==> src/rtl/score_keeper.sv <==
// score_keeper
//   Running game score with saturation, a high score kept across games, and
//   a sequential double-dabble converter that feeds the HEX display drivers.
//
// Ports:
//   clock        system clock
//   resetn       asynchronous active-low reset
//   game_active  points are only counted while high
//   point_in     point request; one point per rising edge
//   clear        synchronous score clear for a new game
//   game_over    rising edge triggers the high-score compare
//   score        current score, binary
//   high_score   best score since reset, binary
//   score_bcd    {hundreds, tens, ones} BCD of score
//   bcd_valid    score_bcd matches the current score
//   new_high     one-cycle pulse when high_score is updated
module score_keeper #(
  parameter int SCORE_W   = 12,
  parameter int MAX_SCORE = 999,
  parameter int BCD_ITERS = 12
) (
  input  logic               clock,
  input  logic               resetn,
  input  logic               game_active,
  input  logic               point_in,
  input  logic               clear,
  input  logic               game_over,
  output logic [SCORE_W-1:0] score,
  output logic [SCORE_W-1:0] high_score,
  output logic [11:0]        score_bcd,
  output logic               bcd_valid,
  output logic               new_high
);

  localparam int ITER_W = $clog2(BCD_ITERS);

  typedef enum logic [1:0] {IDLE, LOAD, SHIFT, DONE} conv_state_e;

  logic               point_q, point_d;
  logic               game_over_q, game_over_d;
  logic [SCORE_W-1:0] score_q, score_d;
  logic [SCORE_W-1:0] high_score_q, high_score_d;
  logic               new_high_q, new_high_d;
  logic               point_rise, game_over_rise;

  conv_state_e        state_q;
  logic [SCORE_W-1:0] bin_q, last_bin_q;
  logic [11:0]        bcd_work_q;
  logic [ITER_W-1:0]  iter_q;
  logic [11:0]        score_bcd_q;
  logic               bcd_valid_q;

  logic [11:0]        bcd_adj;
  logic [11:0]        shift_bcd;
  logic [SCORE_W-1:0] shift_bin;

  // Score, high score and edge detectors.
  always_comb begin
    point_d        = point_in;
    game_over_d    = game_over;
    point_rise     = point_in & ~point_q;
    game_over_rise = game_over & ~game_over_q;

    score_d = score_q;
    if (clear) begin
      score_d = '0;
    end else if (point_rise && game_active && (score_q < SCORE_W'(MAX_SCORE))) begin
      score_d = score_q + 1'b1;
    end

    // Compare uses the registered score, so a point landing in the same
    // cycle is not included.
    high_score_d = high_score_q;
    new_high_d   = 1'b0;
    if (game_over_rise && (score_q > high_score_q)) begin
      high_score_d = score_q;
      new_high_d   = 1'b1;
    end
  end

  always_ff @(posedge clock or negedge resetn) begin
    if (!resetn) begin
      point_q      <= 1'b0;
      game_over_q  <= 1'b0;
      score_q      <= '0;
      high_score_q <= '0;
      new_high_q   <= 1'b0;
    end else begin
      point_q      <= point_d;
      game_over_q  <= game_over_d;
      score_q      <= score_d;
      high_score_q <= high_score_d;
      new_high_q   <= new_high_d;
    end
  end

  // One double-dabble step: add 3 to every digit >= 5, then shift
  // {bcd, bin} left by one.
  always_comb begin
    bcd_adj = bcd_work_q;
    for (int d = 0; d < 3; d++) begin
      if (bcd_work_q[4*d +: 4] >= 4'd5) begin
        bcd_adj[4*d +: 4] = bcd_work_q[4*d +: 4] + 4'd3;
      end
    end
    shift_bcd = {bcd_adj[10:0], bin_q[SCORE_W-1]};
    shift_bin = {bin_q[SCORE_W-2:0], 1'b0};
  end

  // Converter FSM. A score change during a conversion does not abort it;
  // the DONE state re-checks and starts over, keeping bcd_valid low so a
  // stale value is never flagged valid.
  always_ff @(posedge clock or negedge resetn) begin
    if (!resetn) begin
      state_q     <= IDLE;
      bin_q       <= '0;
      last_bin_q  <= '0;
      bcd_work_q  <= '0;
      iter_q      <= '0;
      score_bcd_q <= '0;
      bcd_valid_q <= 1'b1;
    end else begin
      case (state_q)
        IDLE: begin
          if (score_q != last_bin_q) begin
            state_q     <= LOAD;
            bcd_valid_q <= 1'b0;
          end
        end
        LOAD: begin
          bin_q      <= score_q;
          last_bin_q <= score_q;
          bcd_work_q <= '0;
          iter_q     <= '0;
          state_q    <= SHIFT;
        end
        SHIFT: begin
          bcd_work_q <= shift_bcd;
          bin_q      <= shift_bin;
          iter_q     <= iter_q + 1'b1;
          if (iter_q == ITER_W'(BCD_ITERS - 1)) begin
            state_q <= DONE;
          end
        end
        DONE: begin
          score_bcd_q <= bcd_work_q;
          if (score_q != last_bin_q) begin
            state_q <= LOAD;
          end else begin
            bcd_valid_q <= 1'b1;
            state_q     <= IDLE;
          end
        end
        default: state_q <= IDLE;
      endcase
    end
  end

  assign score      = score_q;
  assign high_score = high_score_q;
  assign new_high   = new_high_q;
  assign score_bcd  = score_bcd_q;
  assign bcd_valid  = bcd_valid_q;

endmodule

==> config.mk <==
export PLATFORM = sky130hd
export DESIGN_NAME = score_keeper
export DESIGN_NICKNAME = d
export VERILOG_FILES = /design/src/rtl/score_keeper.sv
export SDC_FILE = /design/constraint.sdc
export NUM_CORES = 1
export LEC_CHECK = 0
export BUFFER_PORTS_ARGS = -buffer_cell sky130_fd_sc_hd__buf_2
export CORE_AREA = 2 2 112 114
export DETAILED_ROUTE_END_ITERATION = 8
export DIE_AREA = 0 0 114 116
export MAX_ROUTING_LAYER = met4
export PLACE_DENSITY = 0.49
export SLEW_MARGIN = 10
export SYNTH_ARGS = -nofsm -noshare
export SYNTH_HDL_FRONTEND = slang
export SYNTH_SLANG_ARGS = --single-unit
==> constraint.sdc <==
create_clock -name clock -period 3.9 [get_ports clock]
set_clock_uncertainty 0.1 [all_clocks]
set_input_delay 0.195 -clock clock [delete_from_list [all_inputs] [get_ports clock]]
set_output_delay 0.195 -clock clock [all_outputs]
set_load 0.02 [all_outputs]
Yosys cells after proc, flatten, opt, wreduce, memory -nomap -nowiden
Index checks and enable logic that the tools add are counted.

Flip-flop bits (word level): 82. Output and inout port bits: 38. Input bits: 6. Word-level logic and storage cells: 59.

Multiplexer cells: 16. Equal/unequal tests: 8. $lt $le $gt $ge: 5. Add/subtract/negate cells: 5. Reduce and logical (&&, ||, !) cells: 9. Bitwise logic cells: 4.

Operators by type and width (number): case mux 12 bit (2 select lines) (2); two-way mux 12 bit (2); adder 12 x 1 -> 12 bit (second input constant) (1); >= comparator 4 x 3 -> 1 bit (second input constant) (3); > comparator 12 bit (1); less-than comparator 12 x 10 -> 1 bit (second input constant) (1); inequality test 12 bit (1); adder 4 x 2 -> 4 bit (second input constant) (2); two-way mux 4 bit (2); case mux 2 bit (4 select lines) (1); case mux 4 bit (2 select lines) (1); inequality test 2 bit (second input constant) (3); nonzero test 2 bit (3); adder 4 x 1 -> 4 bit (second input constant) (1); equality test 2 bit (second input constant) (2); equality test 4 bit (second input constant) (1); two-way mux 1 bit (4); two-way mux 2 bit (2); adder 3 x 2 -> 3 bit (second input constant) (1); logical AND 1 bit (3); two-way mux 3 bit (1); AND reduction 3 bit (1); bitwise AND 1 bit (2); equality test 2 x 1 -> 1 bit (second input constant) (1); 4 further kinds (5).

Longest topological paths before layout
Word-level depth: 6. Depth in mapped cells: 8. Mapped depth without buffers: 7.

Worst setup path before layout
No wires, ideal clock.

Kind: register -> register. Start point: reg score_q[3] (netlist: score[3]). End point: reg high_score_q[10] (netlist: high_score[10]). Required time: 3675 ps. Period minus slack after synthesis: 2303 ps. Cell stages (with the launch flop): 8. Path buffers: 1. Path slack: 1597 ps. Setup time: 125 ps. Arrival time: 2077 ps. Cells stage by stage: dfrtp_1 > ha_1 > nand3_1 > or2_2 > a311oi_1 > o41a_4 > buf_12 > mux2_4.

Cells in the longest elaborated chain, start to end: 2.

Ends and longest elaborated chain: from (decl) (RTL line 41) `logic [SCORE_W-1:0] score_q, score_d;`; from (signal assigned) (RTL line 91) `score_q <= score_d;`; > comparator 12 bit (RTL line 75) `if (game_over_rise && (score_q > high_score_q)) begin`; logical AND 1 bit (RTL line 75); to (signal assigned) (RTL line 92) `high_score_q <= high_score_d;`; to (decl) (RTL line 42) `logic [SCORE_W-1:0] high_score_q, high_score_d;`.

No other way between the ends. A chain may end at the register's enable or synchronous reset.

Worst setup path after layout
Start point: reg score_q[2] (netlist: score[2]). End point: reg high_score_q[0] (netlist: high_score[0]).

The elaborated chain is that of the path after synthesis.

==> results.rst <==
.. list-table::
   :header-rows: 1

   * - Metric
     - Value
   * - Weighted congestion reported at the end of routability-driven placement
     - 0.787
   * - Number of hold violations in the final report
     - 61
   * - RSZ-0062 raised after global routing
     - no
   * - Num CTS Buffers
     - 9
   * - Antenna violations before repair
     - 0
   * - Iter 0 DRT Violations
     - 115
   * - Layout filler cell count
     - 1169
   * - Largest stage delay on the critical path
     - 500 ps
   * - Post-CTS repair timing setup buffer count
     - 0
   * - Overall die area
     - 13200 sq um
   * - Floorplan die height
     - 116 um
   * - Total clock sinks
     - 82
   * - Power, Total
     - 2.60 mW
   * - Starting Density
     - 34.9%
   * - Library cell used as clock root buffer
     - clkbuf_16
   * - Type of the most critical hold path
     - in -> async
   * - Port Buf Inserts
     - 43
   * - Internal power of the cells
     - between 1.5 and 2 mW
   * - Fraction of layout cells with a size suffix above 1
     - between 20% and 30%
   * - Total track usage
     - 14.8%
   * - Clock tree from TritonCTS
     - built
   * - Number of inserted diodes
     - 0
   * - Required arrival time at the worst endpoint
     - 4030 ps
   * - Worst hold slack across all endpoints
     - -68.2 ps
   * - Routed wirelength normalized by instance count
     - 15.3 um
   * - Layout Area Growth over Synthesis
     - 15.2%
   * - Worst slew margin
     - 29.4%
   * - Critical path class
     - reg -> reg
   * - Final Core Density
     - 40.2%
   * - Routed via count divided by cell count
     - 4.91
   * - Sequential area share after synthesis
     - 49.4%
   * - Final global-route overflow total
     - 0
   * - Reported leakage power
     - 2.35 nW
   * - Post-route antenna net violation count
     - 0
   * - Max Cap Violations
     - 0
   * - Core Area
     - 11900 sq um
   * - Count of warnings emitted by yosys
     - 0
   * - Largest fanout on the critical path
     - 13
   * - Power share of the sequential group
     - 39.8%
   * - Syn Area/Cell
     - 11.0 sq um
   * - Insertion delay of the later-clocked pin in the worst-skew pair
     - 340 ps
   * - Number of H-tree levels
     - 3
   * - Nature of the critical path startpoint
     - register
   * - DR DRC count
     - 0
   * - Max Clock Freq
     - ~410 MHz
   * - Relative contribution of the clock network to total power
     - 32.1%
   * - Cells along the critical path
     - ha_1, nand3_1, or2_2, a311oi_1, o41a_4, mux2_2
   * - Chip width
     - 114 um
   * - Post-route minimum period
     - 2440 ps
   * - Buffer and inverter count on the worst path
     - 0
   * - Measured slew at the worst slew-check pin
     - 1060 ps
   * - Total of endpoints with negative setup slack in the final report
     - 0
   * - Run status
     - finished, violations left
   * - First-pass detailed-route iteration total
     - 4
   * - Wire length of the first global-routing pass
     - 14700 um
   * - Areal power density over the cells
     - 544 nW/um^2
   * - Fraction of the cycle the final worst path needs
     - 62.5%
   * - Total via count after detailed routing
     - 2799
   * - Crit path capture type
     - register
   * - CP Data Arrival Time
     - 2560 ps
   * - Netlist cell types
     - 42
   * - Mapped Area
     - 4150 sq um
   * - VDD IR max
     - 225 uV
   * - Fraction of power consumed by combinational cells
     - between 20% and 30%
   * - Clock edge transition at the registers on the reported setup and hold paths
     - roughly 60 ps
   * - I/O pin total
     - 44
   * - Post-synth net total
     - 409
   * - Cell family contributing the most delay on the critical path
     - compound AO/OA/AOI/OAI gates
   * - Switching component of the power
     - around 0.88 mW
   * - Sw Ratio
     - 33.7%
   * - Max Buffers Root-to-Sink
     - 2
   * - Violated checks
     - negative hold slack
   * - Number of nets in the layout
     - 449
   * - CP max stage cell
     - dfrtp_1
   * - TNS Setup
     - 0 ps
   * - Number of global-route vias before repair
     - 2775
   * - Number of instances in the synthesized netlist
     - 378
   * - Pin count of the biggest net entering global routing
     - between 80 and 90
   * - Number of standard-cell rows in the floorplan
     - 40
   * - DP Wirelength
     - 5990 um
   * - Yosys reg bits
     - between 80 and 90
   * - Overall routed net length
     - between 8000 and 9000 um
   * - Slew Limit Fails
     - 0
## path summary, 6_finish.rpt
path / end / slack [ps] / start / cells after the start
max: high_score[0]$_DFFE_PN0P_ / 1460 / score[2]$_DFFE_PN0P_ / 6
min: high_score[5]$_DFFE_PN0P_ / -70 / resetn / 1
max reg2reg: high_score[0]$_DFFE_PN0P_ / 1460 / score[2]$_DFFE_PN0P_ / 6
min reg2reg: score_bcd[7]$_DFFE_PN0P_ / 400 / score_bcd[7]$_DFFE_PN0P_ / 1
max in group asynchronous: iter_q[2]$_DFFE_PN0P_ / 3060 / resetn / 1
min in group clock: score[8]$_DFFE_PN0P_ / 120 / clear / 2
## through the flow
step / worst slack, ps / instance area, sq um / hold slack, ps / instances
floorplan: 1600 / 4150 / -201 / 378
global placement: 1530 / 4480 / 239 / 552
detailed placement: 1460 / 4480 / 230 / 552
CTS: 1460 / 4780 / 1.04 / 570
global route: 1320 / 4780 / 46.0 / 570
finish: 1460 / 4780 / -68.2 / 570
## layout make-up
| class | instances | area, sq um | area share (%) |
|---|---|---|---|
| clock inverter | 5 | 55.1 | 1.15 |
| multi-input combinational | 242 | 1870 | 39.1 |
| timing repair buffer | 47 | 253 | 5.28 |
| tap | 147 | 184 | 3.84 |
| clock buffer | 11 | 233 | 4.86 |
| inverter | 36 | 135 | 2.82 |
| sequential | 82 | 2050 | 42.9 |
## registers in the layout, indices dropped and copies added, names as in the netlist, 2 cells and up
register and flops:
bin_q 12, high_score 12, bcd_work_q 12, last_bin_q 12, score_bcd 12, iter_q 4
score 12, state_q 2
## power by group through the flow
| stage | clock network (mW) | registers (mW) | logic, mW |
|---|---|---|---|
| after global routing | 0.905 | 1.05 | 0.833 |
| after global placement | 0 | 1.05 | 0.728 |
| final | 0.836 | 1.04 | 0.729 |
| after floorplan | 0 | 1.05 | 0.547 |
| after CTS | 0.863 | 1.04 | 0.750 |
| after detailed placement | 0 | 1.05 | 0.747 |
## Yosys cell counts (all sizes together)
cell / count / area share (%)
o41a: 1 / 0.51
dfrtp: 81 / 49
a311oi: 1 / 0.21
mux2: 34 / 9.9
ha: 25 / 7.5
o311ai: 1 / 0.21
a21boi: 2 / 0.36
xnor2: 12 / 2.5
dfstp: 1 / 0.63
nand3: 10 / 1.3
nor4b: 1 / 0.36
o32ai: 2 / 0.42
a32oi: 1 / 0.21
and3: 5 / 0.75
a31oi: 1 / 0.15
o211ai: 3 / 0.54
nor4: 7 / 1.1
nand4: 4 / 0.60
nand2b: 3 / 0.45
nor3: 5 / 0.60
a21oi: 22 / 2.7
a21o: 2 / 0.36
and2: 1 / 0.15
o21ai: 20 / 2.4
clkbuf: 8 / 0.72
mux2i: 14 / 3.4
inv: 36 / 3.3
o22ai: 6 / 0.90
nand2: 13 / 1.2
a41oi: 1 / 0.21
nand3b: 1 / 0.18
buf: 10 / 1.5
nor3b: 1 / 0.18
nor2: 26 / 2.4
or2: 1 / 0.15
nor2b: 3 / 0.45
xor2: 13 / 2.7
## routing by layer
layer	GRT usage (%)	share of wire, %
met5	-	0
met1	20.9	51
met3	2.98	3.7
met2	20.7	44
met4	6.34	1.4
## kinds of logic after synthesis
group                    share of synthesized area, %
multiplexers                                     13.2
adder cells (fa/ha/maj)                          7.53
AO/OA/AOI/OAI                                    9.25
XOR/XNOR                                         5.27
buffers and inverters                            5.48
AND/OR/NAND/NOR                                  9.79
flip-flops                                       49.4
## timing repair
item / in CTS / in global routing
resized for setup: 0 / 0
endpoints found under the hold margin: 2 / 0
hold buffers: 2 / 0
## worst reg2reg max path, cell delays in order, from the launching register on
cell      delay [ps]
dfrtp_1          500
ha_1             360
nand3_1           80
or2_2            280
a311oi_1         280
o41a_4           350
mux2_2           370
## layout by cell type (no fill, tap or decap), types with 2 or more instances in the layout
cell           instances
clkinv_2               2
a21boi_0               2
inv_1                 36
o21ai_0               20
xor2_1                13
nand2_1               13
nand3_1                9
buf_2                 42
nand2b_1               3
a21oi_1               21
buf_4                  3
o22ai_1                6
dfrtp_1               81
nor2b_1                3
clkbuf_1               2
ha_1                  25
o32ai_1                2
nor4_1                 7
and3_1                 5
nor2_1                26
mux2_4                 7
mux2_2                27
o211ai_1               3
clkbuf_16              9
nor3_1                 5
nand4_1                4
xnor2_1               12
dlygate4sd3_1          2
a21o_1                 2
clkinvlp_4             2
mux2i_1               14
Power figures use the tool's default switching activity.
